**config.mk**
```make
export PLATFORM = sky130hd
export DESIGN_NAME = fetch_queue_flat
export DESIGN_NICKNAME = d
export VERILOG_FILES = /design/src/rtl/fetch_queue_pkg.sv /design/src/rtl/fetch_queue_if.sv /design/src/rtl/fetch_queue_ptr_ctrl.sv /design/src/rtl/fetch_queue.sv /design/src/flat_wrapper.sv
export SDC_FILE = /design/constraint.sdc
export NUM_CORES = 1
export LEC_CHECK = 0
export ABC_CLOCK_PERIOD_IN_PS = 3100
export BUFFER_PORTS_ARGS = -buffer_cell sky130_fd_sc_hd__clkbuf_2
export CELL_PAD_IN_SITES_DETAIL_PLACEMENT = 1
export CELL_PAD_IN_SITES_GLOBAL_PLACEMENT = 1
export CORE_ASPECT_RATIO = 1.2
export CORE_MARGIN = 1.5
export CORE_UTILIZATION = 45
export CTS_BUF_LIST = sky130_fd_sc_hd__clkbuf_4
export CTS_CLUSTER_SIZE = 30
export DETAILED_ROUTE_END_ITERATION = 7
export PLACE_DENSITY = 0.79
export SETUP_SLACK_MARGIN = 0.4
export SLEW_MARGIN = 20
export SYNTH_ARGS = -nofsm -noshare
export SYNTH_HDL_FRONTEND = slang
export SYNTH_SLANG_ARGS = --single-unit
```
**constraint.sdc**
```tcl
create_clock -name Clk -period 3.1 [get_ports Clk]
set_input_delay 0.62 -clock Clk [delete_from_list [all_inputs] [get_ports Clk]]
set_output_delay 0.62 -clock Clk [all_outputs]
set_load 0.03 [all_outputs]
```
**src/rtl/fetch_queue_pkg.sv**
```systemverilog
// Shared pipeline definitions for the IF->ID prefetch buffer.
// Holds default sizing, the nop encoding and the buffered entry record.
package fetch_queue_pkg;

   localparam int FQ_DEPTH  = 4;
   localparam int FQ_DATA_W = 32;
   localparam int FQ_ADDR_W = 32;

   localparam logic [FQ_DATA_W-1:0] NOP_INSTR = 32'h0000_0000;

   typedef struct packed {
      logic [FQ_ADDR_W-1:0] pc;
      logic [FQ_DATA_W-1:0] instr;
   } fq_entry_t;

endpackage

```
**src/rtl/fetch_queue_if.sv**
```systemverilog
// Fetch-side and decode-side handshake bundle of the prefetch buffer.
// The queue uses the slave modport; the surrounding pipeline uses master.
interface fetch_queue_if
   import fetch_queue_pkg::*;
#(
   parameter int DEPTH  = FQ_DEPTH,
   parameter int DATA_W = FQ_DATA_W,
   parameter int ADDR_W = FQ_ADDR_W
);

   logic [ADDR_W-1:0]            FetchPC;
   logic [DATA_W-1:0]            FetchInstr;
   logic                         FetchValid;
   logic                         Flush;
   logic                         PCStall;
   logic                         DecReady;
   logic                         DecValid;
   logic [DATA_W-1:0]            DecInstr;
   logic [ADDR_W-1:0]            DecPC;
   logic [ADDR_W-1:0]            DecPCPlus4;
   logic [$clog2(DEPTH+1)-1:0]   Count;

   modport master (
      output FetchPC, FetchInstr, FetchValid, Flush, DecReady,
      input  PCStall, DecValid, DecInstr, DecPC, DecPCPlus4, Count
   );

   modport slave (
      input  FetchPC, FetchInstr, FetchValid, Flush, DecReady,
      output PCStall, DecValid, DecInstr, DecPC, DecPCPlus4, Count
   );

endinterface

```
**src/rtl/fetch_queue_ptr_ctrl.sv**
```systemverilog
// Read/write pointers and occupancy for the prefetch buffer.
// Flush outranks both enqueue and dequeue; a full queue never enqueues.
module fetch_queue_ptr_ctrl
   import fetch_queue_pkg::*;
#(
   parameter int DEPTH = FQ_DEPTH,
   parameter int PTR_W = $clog2(DEPTH),
   parameter int CNT_W = $clog2(DEPTH+1)
) (
   input  logic             clk,
   input  logic             rst_n,
   input  logic             fetch_valid,
   input  logic             dec_ready,
   input  logic             flush,
   output logic [PTR_W-1:0] rptr,
   output logic [PTR_W-1:0] wptr,
   output logic [CNT_W-1:0] count,
   output logic             full,
   output logic             empty,
   output logic             enq
);

   logic deq;

   assign full  = (count == CNT_W'(DEPTH));
   assign empty = (count == '0);
   assign enq   = fetch_valid && !full && !flush;
   assign deq   = !empty && dec_ready && !flush;

   // Pointers wrap naturally because DEPTH is a power of two.
   always_ff @(posedge clk or negedge rst_n) begin
      if (!rst_n) begin
         rptr  <= '0;
         wptr  <= '0;
         count <= '0;
      end else if (flush) begin
         rptr  <= '0;
         wptr  <= '0;
         count <= '0;
      end else begin
         if (enq) wptr <= wptr + PTR_W'(1);
         if (deq) rptr <= rptr + PTR_W'(1);
         case ({enq, deq})
            2'b10:   count <= count + CNT_W'(1);
            2'b01:   count <= count - CNT_W'(1);
            default: count <= count;
         endcase
      end
   end

endmodule

```
**src/rtl/fetch_queue.sv**
```systemverilog
// Instruction prefetch buffer between IF and ID: in-order {PC, instr} FIFO
// with PC back-pressure when full and a full discard on redirect.
module fetch_queue
   import fetch_queue_pkg::*;
#(
   parameter int DEPTH  = FQ_DEPTH,
   parameter int DATA_W = FQ_DATA_W,
   parameter int ADDR_W = FQ_ADDR_W
) (
   input  logic          Clk,
   input  logic          Reset,
   fetch_queue_if.slave  bus
);

   localparam int PTR_W = $clog2(DEPTH);
   localparam int CNT_W = $clog2(DEPTH+1);

   logic [PTR_W-1:0] rptr;
   logic [PTR_W-1:0] wptr;
   logic [CNT_W-1:0] count;
   logic             full;
   logic             empty;
   logic             enq;
   fq_entry_t        mem [DEPTH];
   fq_entry_t        head;

   fetch_queue_ptr_ctrl #(
      .DEPTH (DEPTH)
   ) u_ptr_ctrl (
      .clk         (Clk),
      .rst_n       (Reset),
      .fetch_valid (bus.FetchValid),
      .dec_ready   (bus.DecReady),
      .flush       (bus.Flush),
      .rptr        (rptr),
      .wptr        (wptr),
      .count       (count),
      .full        (full),
      .empty       (empty),
      .enq         (enq)
   );

   // Entry contents need no reset: an empty queue gates them off the outputs.
   always_ff @(posedge Clk) begin
      if (enq) begin
         mem[wptr] <= '{pc: bus.FetchPC, instr: bus.FetchInstr};
      end
   end

   assign head = mem[rptr];

   assign bus.PCStall    = full;
   assign bus.Count      = count;
   assign bus.DecValid   = !empty;
   assign bus.DecInstr   = empty ? DATA_W'(NOP_INSTR) : head.instr;
   assign bus.DecPC      = empty ? '0 : head.pc;
   assign bus.DecPCPlus4 = empty ? '0 : head.pc + ADDR_W'(4);

endmodule

```
**src/flat_wrapper.sv**
```systemverilog
// flat-port wrapper written by rule: the top's interface ports become plain ports
module fetch_queue_flat import fetch_queue_pkg::*;
#(
   parameter int DEPTH  = FQ_DEPTH,
   parameter int DATA_W = FQ_DATA_W,
   parameter int ADDR_W = FQ_ADDR_W
)
  (Clk, Reset, bus_FetchPC, bus_FetchInstr, bus_FetchValid, bus_Flush, bus_DecReady, bus_PCStall, bus_DecValid, bus_DecInstr, bus_DecPC, bus_DecPCPlus4, bus_Count);
  fetch_queue_if #(.DEPTH(DEPTH), .DATA_W(DATA_W), .ADDR_W(ADDR_W)) bus_i ();
  input  logic Clk;
  input  logic Reset;
  input wire logic [$bits(bus_i.FetchPC)-1:0] bus_FetchPC;
  input wire logic [$bits(bus_i.FetchInstr)-1:0] bus_FetchInstr;
  input wire logic [$bits(bus_i.FetchValid)-1:0] bus_FetchValid;
  input wire logic [$bits(bus_i.Flush)-1:0] bus_Flush;
  input wire logic [$bits(bus_i.DecReady)-1:0] bus_DecReady;
  output wire logic [$bits(bus_i.PCStall)-1:0] bus_PCStall;
  output wire logic [$bits(bus_i.DecValid)-1:0] bus_DecValid;
  output wire logic [$bits(bus_i.DecInstr)-1:0] bus_DecInstr;
  output wire logic [$bits(bus_i.DecPC)-1:0] bus_DecPC;
  output wire logic [$bits(bus_i.DecPCPlus4)-1:0] bus_DecPCPlus4;
  output wire logic [$bits(bus_i.Count)-1:0] bus_Count;
  assign bus_i.FetchPC = bus_FetchPC;
  assign bus_i.FetchInstr = bus_FetchInstr;
  assign bus_i.FetchValid = bus_FetchValid;
  assign bus_i.Flush = bus_Flush;
  assign bus_i.DecReady = bus_DecReady;
  assign bus_PCStall = bus_i.PCStall;
  assign bus_DecValid = bus_i.DecValid;
  assign bus_DecInstr = bus_i.DecInstr;
  assign bus_DecPC = bus_i.DecPC;
  assign bus_DecPCPlus4 = bus_i.DecPCPlus4;
  assign bus_Count = bus_i.Count;
  fetch_queue #(.DEPTH(DEPTH), .DATA_W(DATA_W), .ADDR_W(ADDR_W)) u_core (.Clk(Clk), .Reset(Reset), .bus(bus_i));
endmodule
```
======== Word-level counts from Yosys, hierarchy flattened ========
Memories as Yosys holds them, arrays and structs flattened.
Cells that the tools add are included.
W data, S select, Z words.
operators by class
  equal/unequal tests ..................... 3
  mux-type cells .......................... 11
  add/sub/neg operators ................... 5
  reduce and logical (&&, ||, !) cells .... 11
operators by type and width
  operator                 number
  $mux W32                 3
  $add A32 B3 Y32 const B  1
  $mux W2                  4
  $pmux W3 S2              1
  $add A2 B1 Y2 const B    2
  $logic_and A1 B1 Y1      4
  $reduce_bool A2 Y1       2
  $add A3 B1 Y3 const B    1
  $eq A3 B3 Y1 const B     1
  $logic_not A1 Y1         3
  $logic_not A3 Y1         1
  $mux W3                  1
  $reduce_bool A3 Y1       1
  $sub A3 B1 Y3 const B    1
  $eq A2 B1 Y1 const B     1
  $eq A2 B2 Y1 const B     1
  $mux W1                  2
storage, ports and cells
  output and inout bits ................... 101
  word-level logic and storage cells ...... 34
  RAM bits ................................ 256
  memories ................................ 1
  flip-flop bits (word level) ............. 7
  bits of input ports ..................... 69
memory list
  memory      depth  bits a word  rd ports  clocked after Yosys merged registers in  wr ports  line               RTL
  u_core.mem  4      64           1         0                                        1         fetch_queue.sv:24  fq_entry_t mem [DEPTH];

======== Longest topological paths before layout ========
  word-level depth ........................ 7
  mapped depth ............................ 8
  depth with buffers taken out ............ 7

======== Hierarchy ========
From an unflattened synthesis, not the netlist that was laid out.
second synthesis, totals
  cells, all modules ...................... 598
  area, all modules ....................... 10,980.5 sq um
modules (own cells, without submodules)
  module                times used  cells each  area an instance (sq um)  sequential area each (sq um)
  fetch_queue           1           544         10,481.3                  7,687.4
  fetch_queue_ptr_ctrl  1           54          499.2                     175.2

======== Worst setup path before layout ========
No wires, ideal clock.
  path type ............................... reg2out
  start ................................... reg u_core.u_ptr_ctrl.rptr[0]
  end ..................................... out bus_DecPCPlus4[30]
  arrival time ............................ 2,856 ps
  data required time ...................... 2,480 ps
  path buffers ............................ 2
  path slack .............................. -376 ps
  cell stages (with the launch flop) ...... 9
  cell sequence ........................... dfrtp_1 -> buf_6 -> mux4_1 -> ha_1 -> nand3_2 -> or4_1 -> clkbuf_1 -> or4_1 -> a21oi_1
between the ends
  cells in the longest elaborated chain, start to end .. 3
RTL lines
  what                      line                        RTL
  start: declaration        fetch_queue_ptr_ctrl.sv:15  output logic [PTR_W-1:0] rptr,
  start signal: assignment  fetch_queue_ptr_ctrl.sv:42  if (deq) rptr <= rptr + PTR_W'(1);
  $mem_v2 Z4 W64            n/a
  $add A32 B3 Y32           fetch_queue.sv:57           assign bus.DecPCPlus4 = empty ? '0 : head.pc + ADDR_W'(4);
  $mux W32                  fetch_queue.sv:57
  end: declaration          flat_wrapper.sv:21          output wire logic [$bits(bus_i.DecPCPlus4)-1:0] bus_DecPCPlus4;
No other way between the ends.

======== Final worst setup path ========
  start ................................... reg u_core.u_ptr_ctrl.rptr[0]
  end ..................................... out bus_DecPCPlus4[19]
The elaborated chain is that of the path after synthesis.

==> impl.org <==
** Outcome
- Run status :: finished with violations
- The final reports fail on setup timing.

** Detailed routing
- Total vias in the final route :: approximately 6900
- For this block, the routed nets add up to between 30000 and 40000 um of wire.
- Initial detailed-routing violation count :: 328
- Length of the first detailed-routing pass in iterations :: 5
- For this run, design rule violations remaining after detail routing come to 0.
- Via-per-instance ratio :: ~5.4
- Once detail routing completed, the nets flagged for antenna violations numbered 0.
- Dividing the detail-routed wire length by the instance count gives about 24 um.

** Die
- I/O pin count :: 170
- Full die area :: roughly 25000 um2
- From bottom edge to top edge, the die measures ~170 um.
- FP Rows :: 62
- DIE WIDTH :: ~150 um
- The initial utilization of the core area, before any placement, comes to between 40% and 50%.
- After floorplanning, the core was sized to cover approximately 24000 um2.

** Global route
- Entering global routing, the biggest net connects 42 pins.
- Wire length of the first global-routing pass :: ~44000 um
- met2 is the most crowded layer.
- The number of antenna violations at the first check in global routing is 3.
- Met2 layer usage reported by global route :: between 40% and 50%
- Global routing met1 resource utilization :: 25.1%
- Global routing used 5.53% of the available met3 tracks.
- The number of global-route vias before repair came to 7718.
- Global routing used 22.9% of the available tracks across all layers.
- Overflow left after global routing :: 0

** Clocking
- The H-tree was split into 3 levels.
- Clock tree synthesis selected as its root buffer the cell clkbuf_4.
- Clk pin slew, worst setup/hold paths :: roughly 0.070 ns
- Longest Clk Path Bufs :: 3
- At the later pin of the worst-skew pair, clock insertion delay measures roughly 0.63 ns.
- Number of sinks driven by the clock tree :: 263
- Number of buffers added by the clock tree synthesis step :: between 60 and 70
- TritonCTS built the clock tree.

** Timing
- Setup slack on the critical path of the routed design comes to -0.874 ns.
- Worst Tran Pin Value :: approximately 0.53 ns
- Worst rel slew slack :: ~65%
- Sum Neg Setup Slack :: -19.39 ns
- Worst hold-check slack :: 0.197 ns
- Final Hold Viols :: 0
- Number of max-slew violations in the final report :: 0
- Setup violations remaining at the end of the flow were counted as 70.
- Dividing the final minimum period by the clock period gives 128%.
- Setup clock skew after layout :: roughly 0.033 ns
- Achievable frequency :: around 250 MHz
- Setup repair after global routing could not meet its margin everywhere.
- Minimum period implied by the final worst setup slack :: 3.97 ns

** Place
- After detailed placement, the total cell area comes to about 13000 um2.
- RePlAce Congestion :: roughly 0.80
- Port buffering added between 150 and 200 buffers.
- After legalization and detailed placement, the total HPWL measured 17000 um.

** Setup path
- In this run the worst path has a maximum fanout of 8.
- Reg2Reg Launch Point :: u_core.u_ptr_ctrl.count[0]
- Counting cells, the worst reg-to-reg path comes to 6.
- Worst Path Required :: roughly 2.5 ns
- Nature of the critical path startpoint :: flop
- Worst setup EP type :: primary output
- Critical Path AT :: about 3.4 ns
- The worst setup path is of the reg2out kind.
- Across all register-to-register paths, the minimum setup slack is roughly 0.67 ns.
- Capture point of the worst reg-to-reg path :: u_core.mem[1][19]

** Pwr
- In this run the static leakage power is about 5.6 nW.
- Power Density :: a little over 1000 nW/um2
- IR analysis of the VDD net gives a maximum drop of approximately 0.52 mV.

** Logic synthesis
- Count of flip-flops with a built-in enable after synthesis :: around 260
- Number of cells produced by synthesis :: a little under 600
- Synthesis produced a netlist with a net count of roughly 650.
- Post-synthesis cell type count :: 40
- Sequential-to-total area share from yosys stat :: between 70 and 80%
- The most used flip-flop cell after synthesis is edfxtp_1.
- Async set-reset flop share out of synthesis :: approximately 2.7%
- Summed instance area of the synthesized netlist :: around 11000 um2
- Synthesized area per cell :: between 15 and 20 um2
- The synthesized design contains about 260 register bits.
- Yosys printed 0 warnings.

** Job
- Max-cap violations in this run came to 0.

** Min path
- Hold worst-path end :: u_core.mem[3][45]
- Along the worst hold path, the cell count comes to 1.
- The path class of the tightest hold or removal check is in2reg.
- The worst hold path begins at bus_FetchPC[13].

** Finish
- The filler cells instantiated in the layout total 2132.
- Compared with the post-synthesis result, the final layout area differs by 40.8%.
- Layout Utilization :: 64.2%
- Layout net count :: 974
- Fraction of final layout cells sized beyond drive strength 1 :: around three fifths
- With fillers left out, the area of the finished cells amounts to 15300 um2.
## kinds of logic after synthesis
group                      count (synthesis)  synth area share, %
DFF                                      263                 72.2
and+or+nand+nor                          155                 8.06
muxes                                     71                 14.3
buffers and inverters                     38                 1.87
AOI/OAI and AO/OA                         31                 1.56
xor gates and xnor gates                  15                 1.21
adders and majority gates                  6                0.758
## report_power, final
| group | internal (mW) | switching, mW |
|---|---|---|
| Clock | 1.64 | 1.35 |
| Sequential | 4.14 | 0.117 |
| Combinational | 4.07 | 4.31 |
| Total | 9.85 | 5.78 |
## cell usage after synthesis (5+ instances only)
cell	count	area [um2]
mux4_2	52	1170
xnor2_1	11	96.3
or3_1	8	50.1
nand3_1	9	45.0
a21oi_1	14	70.1
inv_1	9	33.8
buf_2	6	30.0
o21ai_0	11	55.1
ha_1	5	62.6
nand4_1	8	50.1
and2_1	66	413
nand2_1	10	37.5
edfxtp_1	256	7690
mux4_1	12	315
mux2_2	5	56.3
clkbuf_1	13	48.8
dfrtp_1	7	175
nor2_1	31	116
nor3_1	6	30.0
## metal layers
layer / part of all wire [%] / vias up
met5: 0.042 / -
met4: 2.7 / 2
met3: 4.7 / 72
met2: 56 / 247
met1: 36 / 3559
li1: - / 2989
## through the flow
stage                     cells  power, mW  setup slack (ns)
after floorplan             579       8.11           -0.0292
after global placement     1102       9.65            -0.226
after detailed placement   1102       9.82            -0.288
after CTS                  1232       14.2            -0.831
after global routing       1265       16.3            -0.981
final                      1265       15.6            -0.874
## critical path, cell delays in order (launching register included)
cell	delay [ns]
dfrtp_4	0.56
clkbuf_16	0.20
mux4_2	0.36
nand3_1	0.14
or4_4	0.65
buf_4	0.18
or3_4	0.34
a21oi_4	0.15
buf_8	0.14
## how the worst max path moves through the flow
stage / startpoint / to / slack (ns) / cells past startpoint
floorplan: u_core.u_ptr_ctrl.rptr[0] / bus_DecPCPlus4[30] / -0.03 / 8
global placement: u_core.u_ptr_ctrl.rptr[0] / bus_DecPCPlus4[30] / -0.23 / 7
detailed placement: u_core.u_ptr_ctrl.rptr[0] / bus_DecPCPlus4[30] / -0.29 / 7
CTS: u_core.u_ptr_ctrl.rptr[0] / bus_DecPCPlus4[19] / -0.83 / 8
global route: u_core.u_ptr_ctrl.rptr[0] / bus_DecPCPlus4[31] / -0.98 / 11
finish: u_core.u_ptr_ctrl.rptr[0] / bus_DecPCPlus4[19] / -0.87 / 8
## layout make-up
type	count	area [um2]	share of cell area [%]
multi-input combinational	278	3280	21.4
timing repair buffer	281	2870	18.7
tap	320	400	2.61
clock buffer	94	706	4.60
sequential	263	7870	51.3
clock inverter	18	148	0.963
inverter	9	51.3	0.334
antenna	2	5.00	0.0326
## registers in the layout, indices dropped and copies added, names as in the netlist
register                 cells
u_core.u_ptr_ctrl.rptr       2
u_core.u_ptr_ctrl.count      3
u_core.u_ptr_ctrl.wptr       2
u_core.mem                 256
## cells in the final DEF, fill, tap and decap left out, types with 4 or more instances in the layout
cell        n
clkinv_1   12
clkbuf_2   72
nand3_1     7
nor2_1     28
or3_4       7
buf_6      75
and2_1      6
xnor2_1     9
inv_1       4
and2_4     60
nand2_1     9
buf_4      60
clkbuf_4   97
o21ai_0     8
buf_12     10
or4_4       5
buf_16      5
a21oi_4     9
mux2_4      5
buf_8      43
edfxtp_1  256
nand4_1     8
clkbuf_8    9
xor2_1      4
mux4_2     64
ha_1        4
## what timing repair did
item                       in CTS  in global routing
buffers inserted               15                 28
hold buffers                    1                  0
hold endpoints to repair        7                  0
resized for setup             217                250
setup endpoints to repair      99                 97
cloned                          2                  3
pin swaps                      20                 42
Power figures use the tool's default switching activity.
